File: src/rtl/shift_reg_sequencer.sv
// rtl/shift_reg_sequencer.sv - command sequencer driving a 4-bit universal shift register
// Optional feature macro: SHSEQ_SOUT_COUNT_EN (count 1s seen on S_OUT while shifting).
module shift_reg_sequencer #(
    parameter int CNT_W = 4
) (
    input  logic             CLK,
    input  logic             RESET_N,
    input  logic             CMD_VALID,
    output logic             CMD_READY,
    input  logic [1:0]       CMD_OP,
    input  logic             CMD_DIR,
    input  logic             CMD_SIN,
    input  logic [3:0]       CMD_DATA,
    input  logic [CNT_W-1:0] CMD_COUNT,
    output logic             ENB,
    output logic             DIR,
    output logic             S_IN,
    output logic [1:0]       MODO,
    output logic [3:0]       D,
    input  logic [3:0]       Q,
    input  logic             S_OUT,
    output logic             RSP_VALID,
    input  logic             RSP_READY,
    output logic [3:0]       RSP_Q,
    output logic [CNT_W-1:0] RSP_SOUT_CNT
);

    localparam logic [1:0] OP_SHIFT  = 2'b00;
    localparam logic [1:0] OP_LOAD   = 2'b10;
    localparam logic [1:0] OP_READ   = 2'b11;
    localparam logic [1:0] MODO_LOAD = 2'b10;
    localparam logic [1:0] MODO_HOLD = 2'b11;
    localparam logic [CNT_W-1:0] CNT_ONE = {{(CNT_W-1){1'b0}}, 1'b1};
    localparam logic [CNT_W-1:0] CNT_MAX = {CNT_W{1'b1}};

    typedef enum logic [2:0] {
        S_IDLE,
        S_LOAD,
        S_SHIFT,
        S_CAPTURE,
        S_RESP
    } state_t;

    state_t           state;
    state_t           state_nxt;
    logic [1:0]       op_q;
    logic             dir_q;
    logic             sin_q;
    logic [CNT_W-1:0] count_q;
    logic [CNT_W-1:0] cnt_q;
    logic [3:0]       d_q;
    logic [3:0]       rsp_q_q;
    logic             accept;

    assign accept = (state == S_IDLE) && CMD_VALID;

    always_ff @(posedge CLK or negedge RESET_N) begin
        if (!RESET_N) begin
            state <= S_IDLE;
        end else begin
            state <= state_nxt;
        end
    end

    always_comb begin
        state_nxt = state;
        case (state)
            S_IDLE: begin
                if (CMD_VALID) begin
                    state_nxt = (CMD_OP == OP_READ) ? S_CAPTURE : S_LOAD;
                end
            end
            S_LOAD: begin
                if ((op_q == OP_LOAD) || (count_q == '0)) begin
                    state_nxt = S_CAPTURE;
                end else begin
                    state_nxt = S_SHIFT;
                end
            end
            S_SHIFT: begin
                if (cnt_q == CNT_ONE) begin
                    state_nxt = S_CAPTURE;
                end
            end
            S_CAPTURE: begin
                state_nxt = S_RESP;
            end
            S_RESP: begin
                if (RSP_READY) begin
                    state_nxt = S_IDLE;
                end
            end
            default: begin
                state_nxt = S_IDLE;
            end
        endcase
    end

    // Command fields are latched once at accept; the register interface is
    // driven only from these copies so CMD_* never reaches it combinationally.
    always_ff @(posedge CLK or negedge RESET_N) begin
        if (!RESET_N) begin
            op_q    <= OP_READ;
            dir_q   <= 1'b0;
            sin_q   <= 1'b0;
            count_q <= '0;
        end else if (accept) begin
            op_q    <= CMD_OP;
            dir_q   <= CMD_DIR;
            sin_q   <= CMD_SIN;
            count_q <= CMD_COUNT;
        end
    end

    // D only changes when a load is about to happen, so it holds between commands.
    always_ff @(posedge CLK or negedge RESET_N) begin
        if (!RESET_N) begin
            d_q <= 4'b0000;
        end else if (accept && (CMD_OP != OP_READ)) begin
            d_q <= CMD_DATA;
        end
    end

    always_ff @(posedge CLK or negedge RESET_N) begin
        if (!RESET_N) begin
            cnt_q <= '0;
        end else if (state == S_LOAD) begin
            cnt_q <= count_q;
        end else if ((state == S_SHIFT) && (cnt_q != '0)) begin
            cnt_q <= cnt_q - CNT_ONE;
        end
    end

    always_ff @(posedge CLK or negedge RESET_N) begin
        if (!RESET_N) begin
            rsp_q_q <= 4'b0000;
        end else if (state == S_CAPTURE) begin
            rsp_q_q <= Q;
        end
    end

`ifdef SHSEQ_SOUT_COUNT_EN
    logic [CNT_W-1:0] sout_cnt_q;

    always_ff @(posedge CLK or negedge RESET_N) begin
        if (!RESET_N) begin
            sout_cnt_q <= '0;
        end else if (accept) begin
            sout_cnt_q <= '0;
        end else if ((state == S_SHIFT) && S_OUT && (sout_cnt_q != CNT_MAX)) begin
            sout_cnt_q <= sout_cnt_q + CNT_ONE;
        end
    end

    assign RSP_SOUT_CNT = sout_cnt_q;
`else
    logic unused_sout;

    assign unused_sout  = S_OUT;
    assign RSP_SOUT_CNT = '0;
`endif

    always_comb begin
        CMD_READY = 1'b0;
        ENB       = 1'b0;
        MODO      = MODO_HOLD;
        DIR       = 1'b0;
        S_IN      = 1'b0;
        RSP_VALID = 1'b0;
        case (state)
            S_IDLE: begin
                CMD_READY = 1'b1;
            end
            S_LOAD: begin
                ENB  = 1'b1;
                MODO = MODO_LOAD;
            end
            S_SHIFT: begin
                ENB  = 1'b1;
                MODO = op_q;
                DIR  = dir_q;
                S_IN = (op_q == OP_SHIFT) ? sin_q : 1'b0;
            end
            S_RESP: begin
                RSP_VALID = 1'b1;
            end
            default: begin
                ENB = 1'b0;
            end
        endcase
    end

    assign D     = d_q;
    assign RSP_Q = rsp_q_q;

endmodule
File: config.mk
export PLATFORM = sky130hd
export DESIGN_NAME = shift_reg_sequencer
export DESIGN_NICKNAME = d
export VERILOG_FILES = /design/src/rtl/shift_reg_sequencer.sv
export SDC_FILE = /design/constraint.sdc
export NUM_CORES = 1
export LEC_CHECK = 0
export ABC_AREA = 0
export BUFFER_PORTS_ARGS = -buffer_cell sky130_fd_sc_hd__buf_2
export CAP_MARGIN = 20
export CELL_PAD_IN_SITES_DETAIL_PLACEMENT = 2
export CELL_PAD_IN_SITES_GLOBAL_PLACEMENT = 2
export CORE_ASPECT_RATIO = 0.75
export CORE_MARGIN = 3
export CORE_UTILIZATION = 30
export DETAILED_ROUTE_END_ITERATION = 16
export GPL_TIMING_DRIVEN = 0
export PLACE_DENSITY_LB_ADDON = 0.1
export SYNTH_ARGS = -nofsm -noshare
export SYNTH_HDL_FRONTEND = slang
export SYNTH_SLANG_ARGS = --single-unit
export TNS_END_PERCENT = 20
File: constraint.sdc
create_clock -name CLK -period 2.3 [get_ports CLK]
set_input_delay 0.115 -clock CLK [delete_from_list [all_inputs] [get_ports CLK]]
set_output_delay 0.115 -clock CLK [all_outputs]
set_load 0.03 [all_outputs]
==> results_tabular.tex <==
\begin{tabular}{lr}
\hline
Metric & Value \\
\hline
\multicolumn{2}{l}{\textbf{Layout}} \\
Number of inserted diodes & 0 \\
Filler cell count in the final layout & 395 \\
Fraction of layout cells with a size suffix above 1 & 48.6\% \\
Number of nets in the layout & 166 \\
Synth-to-Final Area Change & 26.3\% \\
\multicolumn{2}{l}{\textbf{Synthesis}} \\
Post-synthesis cell count & 100 \\
Synth Area in Compound Gates & under 10\% \\
Async set-or-reset flop fraction in the synthesized netlist & 100\% \\
Number of warnings printed during yosys synthesis & 0 \\
Mux share of post-synthesis cell area & 15.6\% \\
Portion of synthesized cell area occupied by the leading cell type & 45.8\% \\
Simple-gate portion of the synthesized area & approximately 17\% \\
Post-synth design cell area & 1150 um\^{}2 \\
Dominant synthesized flop cell & dfrtp\_1 \\
Count of unique library cells instantiated by Yosys & 34 \\
Count of flip-flops with a built-in enable after synthesis & 0 \\
Fraction of the yosys area taken by sequential cells & 50.3\% \\
Yosys reg bits & 23 \\
XOR/XNOR share of the synthesized area & 0\% \\
Ranking of synthesized cells by area & dfrtp\_1 46\%, mux2\_2 15\%, dfstp\_2 4.6\% \\
Average size of a mapped cell & 11.5 um\^{}2 \\
Dominant cell type by area after synthesis & dfrtp\_1 \\
Combinational family with the most area after synthesis & simple AND/OR/NAND/NOR gates \\
Arithmetic-cell share of the synthesized area counting full adders, half adders and majority gates & 2.18\% \\
\multicolumn{2}{l}{\textbf{Floorplan}} \\
Initial Utilization & 33.1\% \\
Core outline area & 3470 um\^{}2 \\
Vertical die dimension & 59.6 um \\
Number of cell rows & 18 \\
Die Wd & 77.5 um \\
Total Die Area & 4610 um\^{}2 \\
Number of placed I/O pins & 40 \\
\multicolumn{2}{l}{\textbf{Setup path}} \\
Critical Path Fanout Max & 10 \\
Kind of critical path & reg -> out \\
Crit path launch type & flip-flop \\
Critical Path RT & approximately 2200 ps \\
CP endpoint kind & output pin \\
Worst Path Arrival & 2030 ps \\
\multicolumn{2}{l}{\textbf{Detailed routing}} \\
Detailed-route DRC error count & 0 \\
First-pass DRT Iterations & 2 \\
Violation count after the first detailed-routing iteration & 31 \\
DR vias & roughly 900 \\
Antenna-violating nets left & 0 \\
Final wirelength & 3090 um \\
Vias per cell & 4.68 \\
DR WL/cell & 16.1 um \\
\multicolumn{2}{l}{\textbf{Global route}} \\
Number of global-route vias before repair & 1019 \\
First-pass GRT wire length & 5110 um \\
Number of antenna violations at the first check in global routing & 0 \\
Pin count of the biggest net entering global routing & 24 \\
All-layer global routing usage & 14.6\% \\
Total overflow reported by the global router & 0 \\
\multicolumn{2}{l}{\textbf{Power}} \\
Worst supply voltage drop on vdd & $\sim$570 uV \\
P per Cell Area & about 1500 nW/um\^{}2 \\
Static leakage power & 0.683 nW \\
\multicolumn{2}{l}{\textbf{STA}} \\
Number of failing hold endpoints at the final stage & 0 \\
Pin slew with the least headroom to its limit & 650 ps \\
Share of the clock period used by the worst path & 93.1\% \\
Number of setup violations in the final report & 0 \\
Slew margin rel. & 56.5\% \\
Number of slew-limit violations in the final report & 0 \\
Setup TNS after final layout & 0 ps \\
Fmax & 467 MHz \\
Final critical-path setup slack & 158 ps \\
Worst hold margin & 31.6 ps \\
Setup repair after global routing missed its margin & no \\
Final critical-path required period & 2140 ps \\
Setup Skew & 1.28 ps \\
\multicolumn{2}{l}{\textbf{Place}} \\
Final HPWL DP & 2290 um \\
Worst setup timing slack at the placement stage & 320 ps \\
Final Wtd Congestion & 0.769 \\
I/O Buffers & 34 \\
\multicolumn{2}{l}{\textbf{Clock tree}} \\
Number of CTS-inserted buffers & 3 \\
Clock tree from TritonCTS & yes \\
Clock-pin slew on the worst setup and hold paths & 80 ps \\
Largest buffer count on any clock path & 2 \\
CTS HTree Levels & 1 \\
Number of clock sinks & 23 \\
Clock latency of the later-clocked register in the worst-skew pair & 260 ps \\
Master cell of the clock root buffer & clkbuf\_8 \\
\multicolumn{2}{l}{\textbf{Min path}} \\
Min-Delay Path Class & in -> reg \\
\multicolumn{2}{l}{\textbf{Flow run}} \\
Max\_cap viols & 0 \\
\multicolumn{2}{l}{\textbf{Run status}} \\
Run status & complete, no violations \\
\hline
\end{tabular}
-- critical path, cell delays in order (launching register included) --
cell and delay (ps):
dfrtp_1 380, buf_6 140, or3b_1 330, buf_2 190, or2_2 300, nor3b_1 190, buf_2 220
-- routing by layer --
metal	global-route usage (%)	vias up	share of wire, %
met5	0	-	0
met4	2.28	0	0.42
met3	4.10	2	3.9
met2	25.0	21	50
met1	18.9	451	45
li1	-	425	-
-- layout make-up --
class                      count  area [um^2]  area share, %
clock inverter                 1         5.00          0.345
tap                           50         62.6           4.31
sequential                    23          578           39.9
multi-input combinational     67          508           35.0
clock buffer                   3         41.3           2.85
buffer                         9         60.1           4.14
timing repair buffer          35          180           12.4
inverter                       4         15.0           1.04
-- Yosys cell counts (2+ instances only) --
library cell	instances
dfrtp_1	21
mux2_2	15
nor2_1	6
o21ai_0	6
nand2_1	5
buf_4	4
inv_1	4
nor2b_1	4
a31oi_1	3
a21oi_1	2
buf_2	2
clkbuf_1	2
dfstp_2	2
ha_1	2
nor3b_1	2
or3_2	2
-- logic make-up (layout without fill, tap and decap cells) --
kind of cell	count (synthesis)	in the layout
AND/OR/NAND/NOR	30	30
flip-flops	23	23
multiplexers	16	16
other	1	4
buffers and inverters	13	52
adder cells (fa/ha/maj)	2	2
AO/OA/AOI/OAI	15	15
-- per-stage QoR --
step / power (mW) / cell area [um^2] / std cells / utilization [%]
after global placement: 1.86 / 1390 / 187 / 40.2
final: 2.19 / 1450 / 192 / 41.8
after global routing: 2.36 / 1450 / 192 / 41.8
after CTS: 2.22 / 1450 / 192 / 41.8
after floorplan: 1.59 / 1160 / 103 / -
after detailed placement: 1.94 / 1390 / 187 / 40.2
-- state kept, by name (all words and copies together) (netlist names) --
signal   count
count_q      4
RSP_Q        4
op_q         2
cnt_q        4
sin_q        1
D            4
state        3
dir_q        1
-- path summary, 6_finish.rpt --
| path | from | endpoint | slack (ps) | cells after the start |
|---|---|---|---|---|
| worst max-delay path | state[2] | S_IN | 160 | 6 |
| worst min-delay path | RSP_READY | state[2] | 30 | 2 |
| worst max register to register | state[0] | D[3] | 350 | 4 |
| worst min register to register | RSP_Q[2] | RSP_Q[2] | 510 | 1 |
| max in group asynchronous | RESET_N | op_q[0] | 1570 | 2 |
| min in group asynchronous | RESET_N | dir_q | 360 | 2 |
-- cell usage in the layout (no fill, tap or decap), drive strengths merged --
cell type,n
or2,1
ha,2
o21ai,6
mux2i,1
clkbuf,5
dfstp,2
nand2,5
a21oi,2
clkinv,1
nor4b,1
nand3b,1
nor2b,4
mux2,15
buf,41
a211oi,1
o21a,1
nor2,6
or3b,2
dlygate4sd3,1
a311oi,1
nor3,1
dfrtp,21
or3,3
nor3b,2
conb,4
nor4,1
nor4bb,1
inv,4
or4,1
and4bb,1
a31oi,3
o21bai,1
-- where the power goes --
part           total, mW  leakage [nW]  switching (mW)  internal (mW)
registers          0.776         0.272           0.150          0.625
clock network      0.251        0.0255           0.130          0.121
logic               1.16         0.386           0.694          0.465
-- timing repair --
item,4_1_cts,5_1_grt
gates resized for setup,0,2
hold endpoints to repair,21,0
setup endpoints to repair,0,2
buffers inserted,0,0
hold buffers,1,0
No activity file was read; power rests on OpenSTA's default activity.
